## config.mk

```make
export PLATFORM = sky130hd
export DESIGN_NAME = hazard_control_unit
export DESIGN_NICKNAME = d
export VERILOG_FILES = /design/src/rtl/hazard_pkg.sv /design/src/rtl/hazard_scoreboard.sv /design/src/rtl/hazard_control_unit.sv
export SDC_FILE = /design/constraint.sdc
export NUM_CORES = 1
export LEC_CHECK = 0
export CAP_MARGIN = 20
export CORE_UTILIZATION = 40
export CTS_BUF_LIST = sky130_fd_sc_hd__clkbuf_16
export CTS_CLUSTER_SIZE = 24
export DETAILED_ROUTE_END_ITERATION = 12
export GPL_TIMING_DRIVEN = 0
export PLACE_DENSITY = 0.61
export SLEW_MARGIN = 5
export SYNTH_ARGS = -nofsm -noshare
export SYNTH_HDL_FRONTEND = slang
export SYNTH_HIERARCHICAL = 1
export SYNTH_SLANG_ARGS = --single-unit
```

## constraint.sdc

```tcl
create_clock -name clk -period 12.7 [get_ports clk]
set_input_delay 3.81 -clock clk [delete_from_list [all_inputs] [get_ports clk]]
set_output_delay 3.81 -clock clk [all_outputs]
set_load 0.01 [all_outputs]
```

## src/rtl/hazard_pkg.sv

```systemverilog
// Shared opcodes, pipeline control encodings and FSM states for the hazard control unit.
package hazard_pkg;

  localparam logic [4:0] OP_NOP = 5'b00000;
  localparam logic [4:0] OP_BEQ = 5'b00100;

  // Width of each per-register load scoreboard down-counter.
  localparam int SB_CNT_W = 4;

  typedef logic [1:0] pipe_ctl_t;

  localparam pipe_ctl_t CTL_RUN   = 2'b00;
  localparam pipe_ctl_t CTL_NOP   = 2'b01;
  localparam pipe_ctl_t CTL_FLUSH = 2'b01;

  typedef enum logic {
    IDLE  = 1'b0,
    FLUSH = 1'b1
  } fsm_t;

endpackage

```

## src/rtl/hazard_scoreboard.sv

```systemverilog
// Per-register in-flight load tracker: one down-counter per register plus a registered busy mask.
module hazard_scoreboard
  import hazard_pkg::*;
#(
  parameter int REG_ADDR_W   = 5,
  parameter int LOAD_LATENCY = 1,
  localparam int REG_COUNT   = 2 ** REG_ADDR_W
) (
  input  logic                  clk,
  input  logic                  rst_n,
  input  logic                  load_en_i,
  input  logic [REG_ADDR_W-1:0] load_rd_i,
  input  logic [REG_ADDR_W-1:0] rs1_i,
  input  logic [REG_ADDR_W-1:0] rs2_i,
  output logic [REG_COUNT-1:0]  busy_mask_o,
  output logic                  rs1_busy_o,
  output logic                  rs2_busy_o
);

  logic [SB_CNT_W-1:0] cnt_q [REG_COUNT];
  logic [SB_CNT_W-1:0] cnt_d [REG_COUNT];
  logic [REG_COUNT-1:0] busy_q;
  logic [REG_COUNT-1:0] busy_d;

  // A new load overrides the decrement, so a re-load restarts the full latency.
  always_comb begin
    for (int r = 0; r < REG_COUNT; r++) begin
      // NOTE: every path assigns cnt_d/busy_d before any condition, so no latch is inferred.
      cnt_d[r] = (cnt_q[r] != '0) ? cnt_q[r] - SB_CNT_W'(1) : '0;
      if (load_en_i && (load_rd_i == REG_ADDR_W'(r))) begin
        cnt_d[r] = SB_CNT_W'(LOAD_LATENCY);
      end
      busy_d[r] = (cnt_d[r] != '0);
    end
  end

  always_ff @(posedge clk or negedge rst_n) begin
    if (!rst_n) begin
      // NOTE: this array is flops, not a RAM, so it is reset: no register may look pending after reset.
      for (int r = 0; r < REG_COUNT; r++) begin
        cnt_q[r] <= '0;
      end
      busy_q <= '0;
    end else begin
      // NOTE: non-blocking assignments keep every counter update based on the pre-edge values.
      for (int r = 0; r < REG_COUNT; r++) begin
        cnt_q[r] <= cnt_d[r];
      end
      busy_q <= busy_d;
    end
  end

  assign busy_mask_o = busy_q;
  assign rs1_busy_o  = busy_q[rs1_i];
  assign rs2_busy_o  = busy_q[rs2_i];

endmodule

```

## src/rtl/hazard_control_unit.sv

```systemverilog
// Decode-side hazard control: load-use stalls via scoreboard, branch flush sequencing, event counters.
module hazard_control_unit
  import hazard_pkg::*;
#(
  parameter int REG_ADDR_W   = 5,
  parameter int DATA_W       = 8,
  parameter int OPCODE_W     = 5,
  parameter int LOAD_LATENCY = 1,
  parameter int FLUSH_CYCLES = 1,
  parameter int CNT_W        = 16,
  localparam int REG_COUNT   = 2 ** REG_ADDR_W
) (
  input  logic                  clk,
  input  logic                  rst_n,
  input  logic [OPCODE_W-1:0]   opcode_decode,
  input  logic [REG_ADDR_W-1:0] rs1_decode,
  input  logic [REG_ADDR_W-1:0] rs2_decode,
  input  logic [REG_ADDR_W-1:0] rd_execute,
  input  logic                  load_execute,
  input  logic [DATA_W-1:0]     regfile_data_1,
  input  logic [DATA_W-1:0]     regfile_data_2,
  output logic [1:0]            nop,
  output logic [1:0]            flush,
  output logic [REG_COUNT-1:0]  busy_mask,
  output logic [CNT_W-1:0]      stall_count,
  output logic [CNT_W-1:0]      flush_count
);

  logic       rs1_busy;
  logic       rs2_busy;
  logic       hz;
  logic       taken;
  logic       start_flush;
  fsm_t       state_q;
  logic [2:0] flen_q;
  logic [CNT_W-1:0] stall_q, stall_d;
  logic [CNT_W-1:0] flush_q, flush_d;

  hazard_scoreboard #(
    .REG_ADDR_W   (REG_ADDR_W),
    .LOAD_LATENCY (LOAD_LATENCY)
  ) u_scoreboard (
    .clk         (clk),
    .rst_n       (rst_n),
    .load_en_i   (load_execute),
    .load_rd_i   (rd_execute),
    .rs1_i       (rs1_decode),
    .rs2_i       (rs2_decode),
    .busy_mask_o (busy_mask),
    .rs1_busy_o  (rs1_busy),
    .rs2_busy_o  (rs2_busy)
  );

  // Same-cycle term catches a load still in execute before the scoreboard has registered it.
  assign hz = rs1_busy | rs2_busy |
              (load_execute & ((rd_execute == rs1_decode) | (rd_execute == rs2_decode)));
  assign taken = (opcode_decode == OPCODE_W'(OP_BEQ)) && (regfile_data_1 == regfile_data_2);

  always_comb begin
    nop         = CTL_RUN;
    flush       = CTL_RUN;
    start_flush = 1'b0;
    if (!rst_n) begin
      nop   = CTL_RUN;
      flush = CTL_RUN;
    end else if (state_q == FLUSH) begin
      flush = CTL_FLUSH;
    end else if (opcode_decode == OPCODE_W'(OP_NOP)) begin
      nop = CTL_RUN;
    end else if (hz) begin
      nop = CTL_NOP;
    end else if (taken) begin
      flush       = CTL_FLUSH;
      start_flush = 1'b1;
    end
  end

  // The first flush cycle is issued from IDLE, so FLUSH covers the remaining FLUSH_CYCLES-1.
  always_ff @(posedge clk or negedge rst_n) begin
    if (!rst_n) begin
      state_q <= IDLE;
      flen_q  <= '0;
    end else begin
      case (state_q)
        IDLE: begin
          if (start_flush && (FLUSH_CYCLES > 1)) begin
            state_q <= FLUSH;
            flen_q  <= 3'(FLUSH_CYCLES - 1);
          end
        end
        FLUSH: begin
          if (flen_q <= 3'd1) begin
            state_q <= IDLE;
            flen_q  <= '0;
          end else begin
            flen_q <= flen_q - 3'd1;
          end
        end
        default: begin
          state_q <= IDLE;
          flen_q  <= '0;
        end
      endcase
    end
  end

  assign stall_d = ((nop == CTL_NOP) && (stall_q != '1)) ? stall_q + CNT_W'(1) : stall_q;
  assign flush_d = ((flush == CTL_FLUSH) && (flush_q != '1)) ? flush_q + CNT_W'(1) : flush_q;

  always_ff @(posedge clk or negedge rst_n) begin
    if (!rst_n) begin
      stall_q <= '0;
      flush_q <= '0;
    end else begin
      stall_q <= stall_d;
      flush_q <= flush_d;
    end
  end

  assign stall_count = stall_q;
  assign flush_count = flush_q;

endmodule

```

==> Word level (Yosys, flattened, before mapping) <==
Index checks and enable logic that the tools add are counted.
{ "op_classes": {"add_sub_neg": 35, "order_cmp": 3, "eq_ne": 39, "muxes": 80, "bitwise_logic": 4, "reduce_logical": 101} }
{ "ops": {"columns": ["cell", "count"], "rows": [
  ["$mux 4", 64],
  ["$reduce_bool 4->1", 64],
  ["$sub 4x1->4 const B", 32],
  ["$eq 5x5->1 const B", 16],
  ["$eq 5x4->1 const B", 8],
  ["$logic_and 1x1->1", 35],
  ["$add 16x1->16 const B", 2],
  ["$ne 16x16->1 const B", 2],
  ["$eq 5x3->1 const B", 5],
  ["$lt 5x6->1 const B", 2],
  ["$mux 1", 11],
  ["$bmux 1 s5", 2],
  ["$eq 5x2->1 const B", 2],
  ["$eq 5x5->1", 2],
  ["$logic_not 5->1", 2],
  ["$eq 8x8->1", 1],
  ["$eq 5x1->1 const B", 1],
  ["$eq 2x1->1 const B", 2],
  ["$mux 2", 2],
  ["$le 3x1->1 const B", 1],
  ["$mux 3", 1],
  ["$or 1x1->1", 3],
  ["$sub 3x1->3 const B", 1],
  ["$and 1x1->1", 1]
]} }
{ "totals": {"register_bits": 196} }

==> Logic depth before layout (Yosys ltp) <==
{ "logic_depth": {"depth_word": 10, "ltp_mapped": 13, "ltp_nobuf": 10} }

==> Cells and area by module <==
The synthesis kept the hierarchy.
{ "by_module_without_submodules": {"columns": ["mod", "n_inst", "cells_per_inst", "area_each_um2", "seq_area_each_um2"], "rows": [
  ["hazard_scoreboard", 1, 887, 8404.3, 4003.8],
  ["hazard_control_unit", 1, 186, 1970.6, 900.9]
]} }

==> Worst setup path before layout <==
OpenSTA, ideal clock, no wires.
{ "synth_timing": {"kind": "input -> output", "from": "input rs2_decode[1]", "to": "output flush[0]", "t_arrival_ns": 5.632, "setup_slack_ns": 3.258, "path_stages": 11, "n_path_buf": 3, "cell_sequence": "buf_4 buf_6 mux2i_1 a22oi_1 nand3_1 nand2_1 a311o_1 or2_2 a311oi_1 a22o_4 buf_6"} }
{ "synth_between": {"elab_chain_cells": 8, "word_cells_on_any_way": 11, "cone_classes": "eq/ne: 1; mux: 6; bitwise: 4"} }
{ "synth_rtl": {"columns": ["item", "line", "text"], "rows": [
  ["from (decl)", "hazard_control_unit.sv:17", "input logic [REG_ADDR_W-1:0] rs2_decode,"],
  ["$bmux 1 s5", "hazard_scoreboard.sv:55", "assign rs2_busy_o = busy_q[rs2_i];"],
  ["$mux 1 (not written as such)", "hazard_scoreboard.sv:55", null],
  ["net rs2_busy", "hazard_control_unit.sv:30", "logic rs2_busy;"],
  ["$or 1x1->1 (2 in a row)", "hazard_control_unit.sv:55", "assign hz = rs1_busy | rs2_busy |"],
  ["$mux 1", "hazard_control_unit.sv:70", "end else if (hz) begin"],
  ["$mux 1", "hazard_control_unit.sv:68", "end else if (opcode_decode == OPCODE_W'(OP_NOP)) begin"],
  ["$mux 1", "hazard_control_unit.sv:66", "end else if (state_q == FLUSH) begin"],
  ["$mux 2", "hazard_control_unit.sv:63", "if (!rst_n) begin"],
  ["to (decl)", "hazard_control_unit.sv:23", "output logic [1:0] flush,"]
]} }
The timed path passes the listed nets, and every way through them passes these cells. The select of a mux whose other input is x is not followed.

==> Worst setup path after layout <==
{ "layout_timing": {"from": "input rs1_decode[1]", "to": "output flush[0]"} }
{ "layout_between": {"elab_chain_cells": 8, "word_cells_on_any_way": 11, "cone_classes": "eq/ne: 1; mux: 6; bitwise: 4"} }
{ "layout_rtl": {"columns": ["item", "line", "text"], "rows": [
  ["from (decl)", "hazard_control_unit.sv:16", "input logic [REG_ADDR_W-1:0] rs1_decode,"],
  ["$bmux 1 s5", "hazard_scoreboard.sv:54", "assign rs1_busy_o = busy_q[rs1_i];"],
  ["$mux 1 (not written as such)", "hazard_scoreboard.sv:54", null],
  ["net rs1_busy", "hazard_control_unit.sv:29", "logic rs1_busy;"],
  ["$or 1x1->1 (2 in a row)", "hazard_control_unit.sv:55", null],
  ["$mux 1", "hazard_control_unit.sv:70", null],
  ["$mux 1", "hazard_control_unit.sv:68", null],
  ["$mux 1", "hazard_control_unit.sv:66", null],
  ["$mux 2", "hazard_control_unit.sv:63", null]
]} }
The timed path passes the listed nets, and every way through them passes these cells. The select of a mux whose other input is x is not followed.

==> key figures <==
Outcome
  • Status: completed

Synth
  • Seq cells post-synth: ~200
  • Largest area contributor in the netlist: dfrtp_1
  • Yosys top cell area share: around 47%
  • Dominant synthesized flop cell: dfrtp_1
  • Most numerous cell in the Yosys netlist: dfrtp_1
  • Post-synth EDFFs: 0
  • Mapped Area: 10400 sq um
  • Post-Synthesis Cells: roughly 1100
  • Synth top cells by count: 196 x dfrtp_1, 121 x nor2_1, 91 x nand2_1
  • Seq/Total Area, Yosys: a little under half
  • Avg Inst Size Synth: approximately 9.7 sq um
  • Asr flop ratio synth: between 90% and 100%
  • Distinct cells, synth: 57
  • Syn. warnings: 6
  • Largest cells by area after synthesis: dfrtp_1 47%, xnor2_1 6.9%, nor2_1 4.4%, ha_1 4.3%, nand2_1 3.3%

Global route
  • Grt ovf: 0
  • Initial antenna violation count: 0
  • Vias in the first global route: roughly 7400
  • Largest net degree at the start of global routing: roughly 120
  • First-pass GRT wire length: around 37 mm
  • GRT Util Overall: 17.7%

Pwr
  • Peak VDD IR: 0.000112 V
  • Leakage: approximately 5.6 nW
  • Power per cell area: roughly 230 nW/um^2

Worst setup path
  • Crit path kind: in -> out
  • CP arrival: approximately 7.0 ns
  • CP Launch Type: input pin
  • Data required, critical path: about 8.9 ns
  • Crit path capture type: output pin
  • Setup slack, reg-to-reg: approximately 10 ns
  • Max FO, Critical Path: 10

Routing
  • Drt drc: 0
  • WL met2: roughly 10 mm
  • Post-route ant nets: 0
  • Final Routed Wirelength: 22.3 mm
  • DR WL met3: 1.20 mm
  • DR iter-0 viols: about 500
  • Uppermost layer routed: met4
  • Via count: ~7800
  • M1 WL: about 11 mm
  • Vias/cell: a little over 5
  • Wire per inst: 14.5 microns
  • First drt pass iteration count: 5

Flow run
  • Max cap viols: 0

Place
  • Number of port buffers: between 100 and 150
  • GPL Wtd Cong: 0.855
  • Final HPWL DP: around 17 mm
  • Placed Area: roughly 12000 sq um

STA
  • Fin crit share: between 80% and 90%
  • Fmax: 92.3 MHz
  • Worst slew margin: 41.5%
  • Final Slew Violations: 0
  • Fin crit period: 10.84 ns
  • Unrepaired setup endpoints after global routing: no
  • Setup TNS: 0 ns
  • Final setup fails: 0
  • Final Hold Viols: 0
  • Worst Max-Slew Pin Slew: approximately 0.87 ns
  • Worst Skew: ~0.013 ns

Floorplanning
  • Initial core utilization: between 40% and 50%
  • I/O pin count: around 110
  • Die height: roughly 160 microns
  • Die width: ~160 microns
  • Die ar.: 26600 sq um
  • Core Rows: 58
  • Core footprint: approximately 25000 sq um

Clock network
  • Hold_buf cts: 0
  • Root Driver: clkbuf_16
  • Clock transition at path regs: 0.07 ns
  • H-tree depth: 4
  • CTS tree: yes
  • Post-CTS repair timing setup buffer count: 0
  • Worst-Skew Late Latency: 0.44 ns
  • CTS resizes: 0
  • Clock sink count: roughly 200
  • Longest Clk Path Bufs: 2
  • CTS buffer count: 17

Layout
  • Area Growth Syn to Fin: 20.0%
  • Final net count: between 1000 and 1500
  • Layout cells sized above 1: under 10%
  • Cell area after layout: roughly 12000 sq um
  • ANT cells: 0

Min path
  • Min-Delay Path Class: reg -> reg
[logic make-up (layout without fill, tap and decap cells)]
logic type,Yosys count,after routing,share of synthesized area [%]
multiplexers,37,37,3.64
XOR/XNOR,98,98,8.27
buffers and inverters,90,226,3.64
adder cells (fa/ha/maj),43,43,5.02
other,1,2,0.0361
AND/OR/NAND/NOR,441,441,21.9
flip-flops,196,196,47.3
AO/OA/AOI/OAI,167,167,10.2
[final cells by class]
class                      count  area, sq um
fill                        2294        12900
inverter                      78          293
multi-input combinational    788         5100
tap                          330          413
sequential                   196         4900
buffer                        12         85.1
timing repair buffer         105         1070
clock inverter                14          161
clock buffer                  17          425
[final timing paths]
path / from / to / depth (start not counted)
max: rs1_decode[1] / flush[0] / 13
min: stall_count[4]$_DFFE_PN0P_ / stall_count[4]$_DFFE_PN0P_ / 1
max reg2reg: u_scoreboard/busy_mask_o[11]$_DFF_PN0_ / flush_count[14]$_DFFE_PN0P_ / 10
min reg2reg: stall_count[4]$_DFFE_PN0P_ / stall_count[4]$_DFFE_PN0P_ / 1
max in group asynchronous: rst_n / u_scoreboard/busy_mask_o[27]$_DFF_PN0_ / 2
min in group asynchronous: rst_n / u_scoreboard/cnt_q[83]$_DFF_PN0_ / 1
[layout by cell type, fill, tap and decap left out, types with 27 or more instances in the layout]
| cell | instances |
|---|---|
| a21oi_1 | 45 |
| clkdlybuf4s50_1 | 103 |
| dfrtp_1 | 196 |
| ha_1 | 36 |
| inv_1 | 79 |
| mux2i_1 | 34 |
| nand2_1 | 91 |
| nand2b_1 | 27 |
| nor2_1 | 121 |
| nor3_1 | 54 |
| o21ai_0 | 31 |
| o21bai_1 | 28 |
| xnor2_1 | 82 |
[report_power, final]
group	leakage, nW	switching [mW]	total (mW)	internal, mW
logic	2.94	0.562	1.17	0.605
clock network	0.286	0.239	0.546	0.308
registers	2.35	0.254	1.14	0.885
total	5.58	1.05	2.85	1.80
[flip-flops by register name (all words and copies together) (netlist names)]
name / flops
u_scoreboard/cnt_q: 128
u_scoreboard/busy_mask_o: 32
flush_count: 16
stall_count: 16
flen_q: 3
state_q: 1
[through the flow]
| step | hold slack [ns] | total power, mW | utilization, % | instances | worst slack, ns |
|---|---|---|---|---|---|
| 6_report | 0.486 | 2.85 | 49.2 | 1540 | 1.86 |
| 5_1_grt | 0.510 | 3.11 | 49.2 | 1540 | 1.69 |
| 4_1_cts | 0.493 | 2.89 | 49.2 | 1540 | 1.86 |
| 3_5_place_dp | 0.482 | 2.32 | 46.8 | 1509 | 1.87 |
| 3_3_place_gp | 0.477 | 2.29 | 46.7 | 1508 | -4.56 |
| 2_1_floorplan | 0.462 | 2.00 | - | 1074 | 3.26 |
[layer usage]
metal	vias to the layer above	global-route usage, %
met4	0	4.29
met3	17	4.19
met5	-	0
met2	154	27.9
met1	3679	24.4
li1	3920	-
[critical path: stages]
cell	delay, ns
clkdlybuf4s50_1	0.51
buf_4	0.21
buf_6	0.20
mux2i_1	0.26
a22oi_1	0.10
nand3_1	0.10
nand2_1	0.05
a311o_1	0.25
or2_2	0.32
a311oi_1	0.28
a22o_4	0.23
buf_6	0.15
clkdlybuf4s50_1	0.54
No activity file was read; power rests on OpenSTA's default activity.
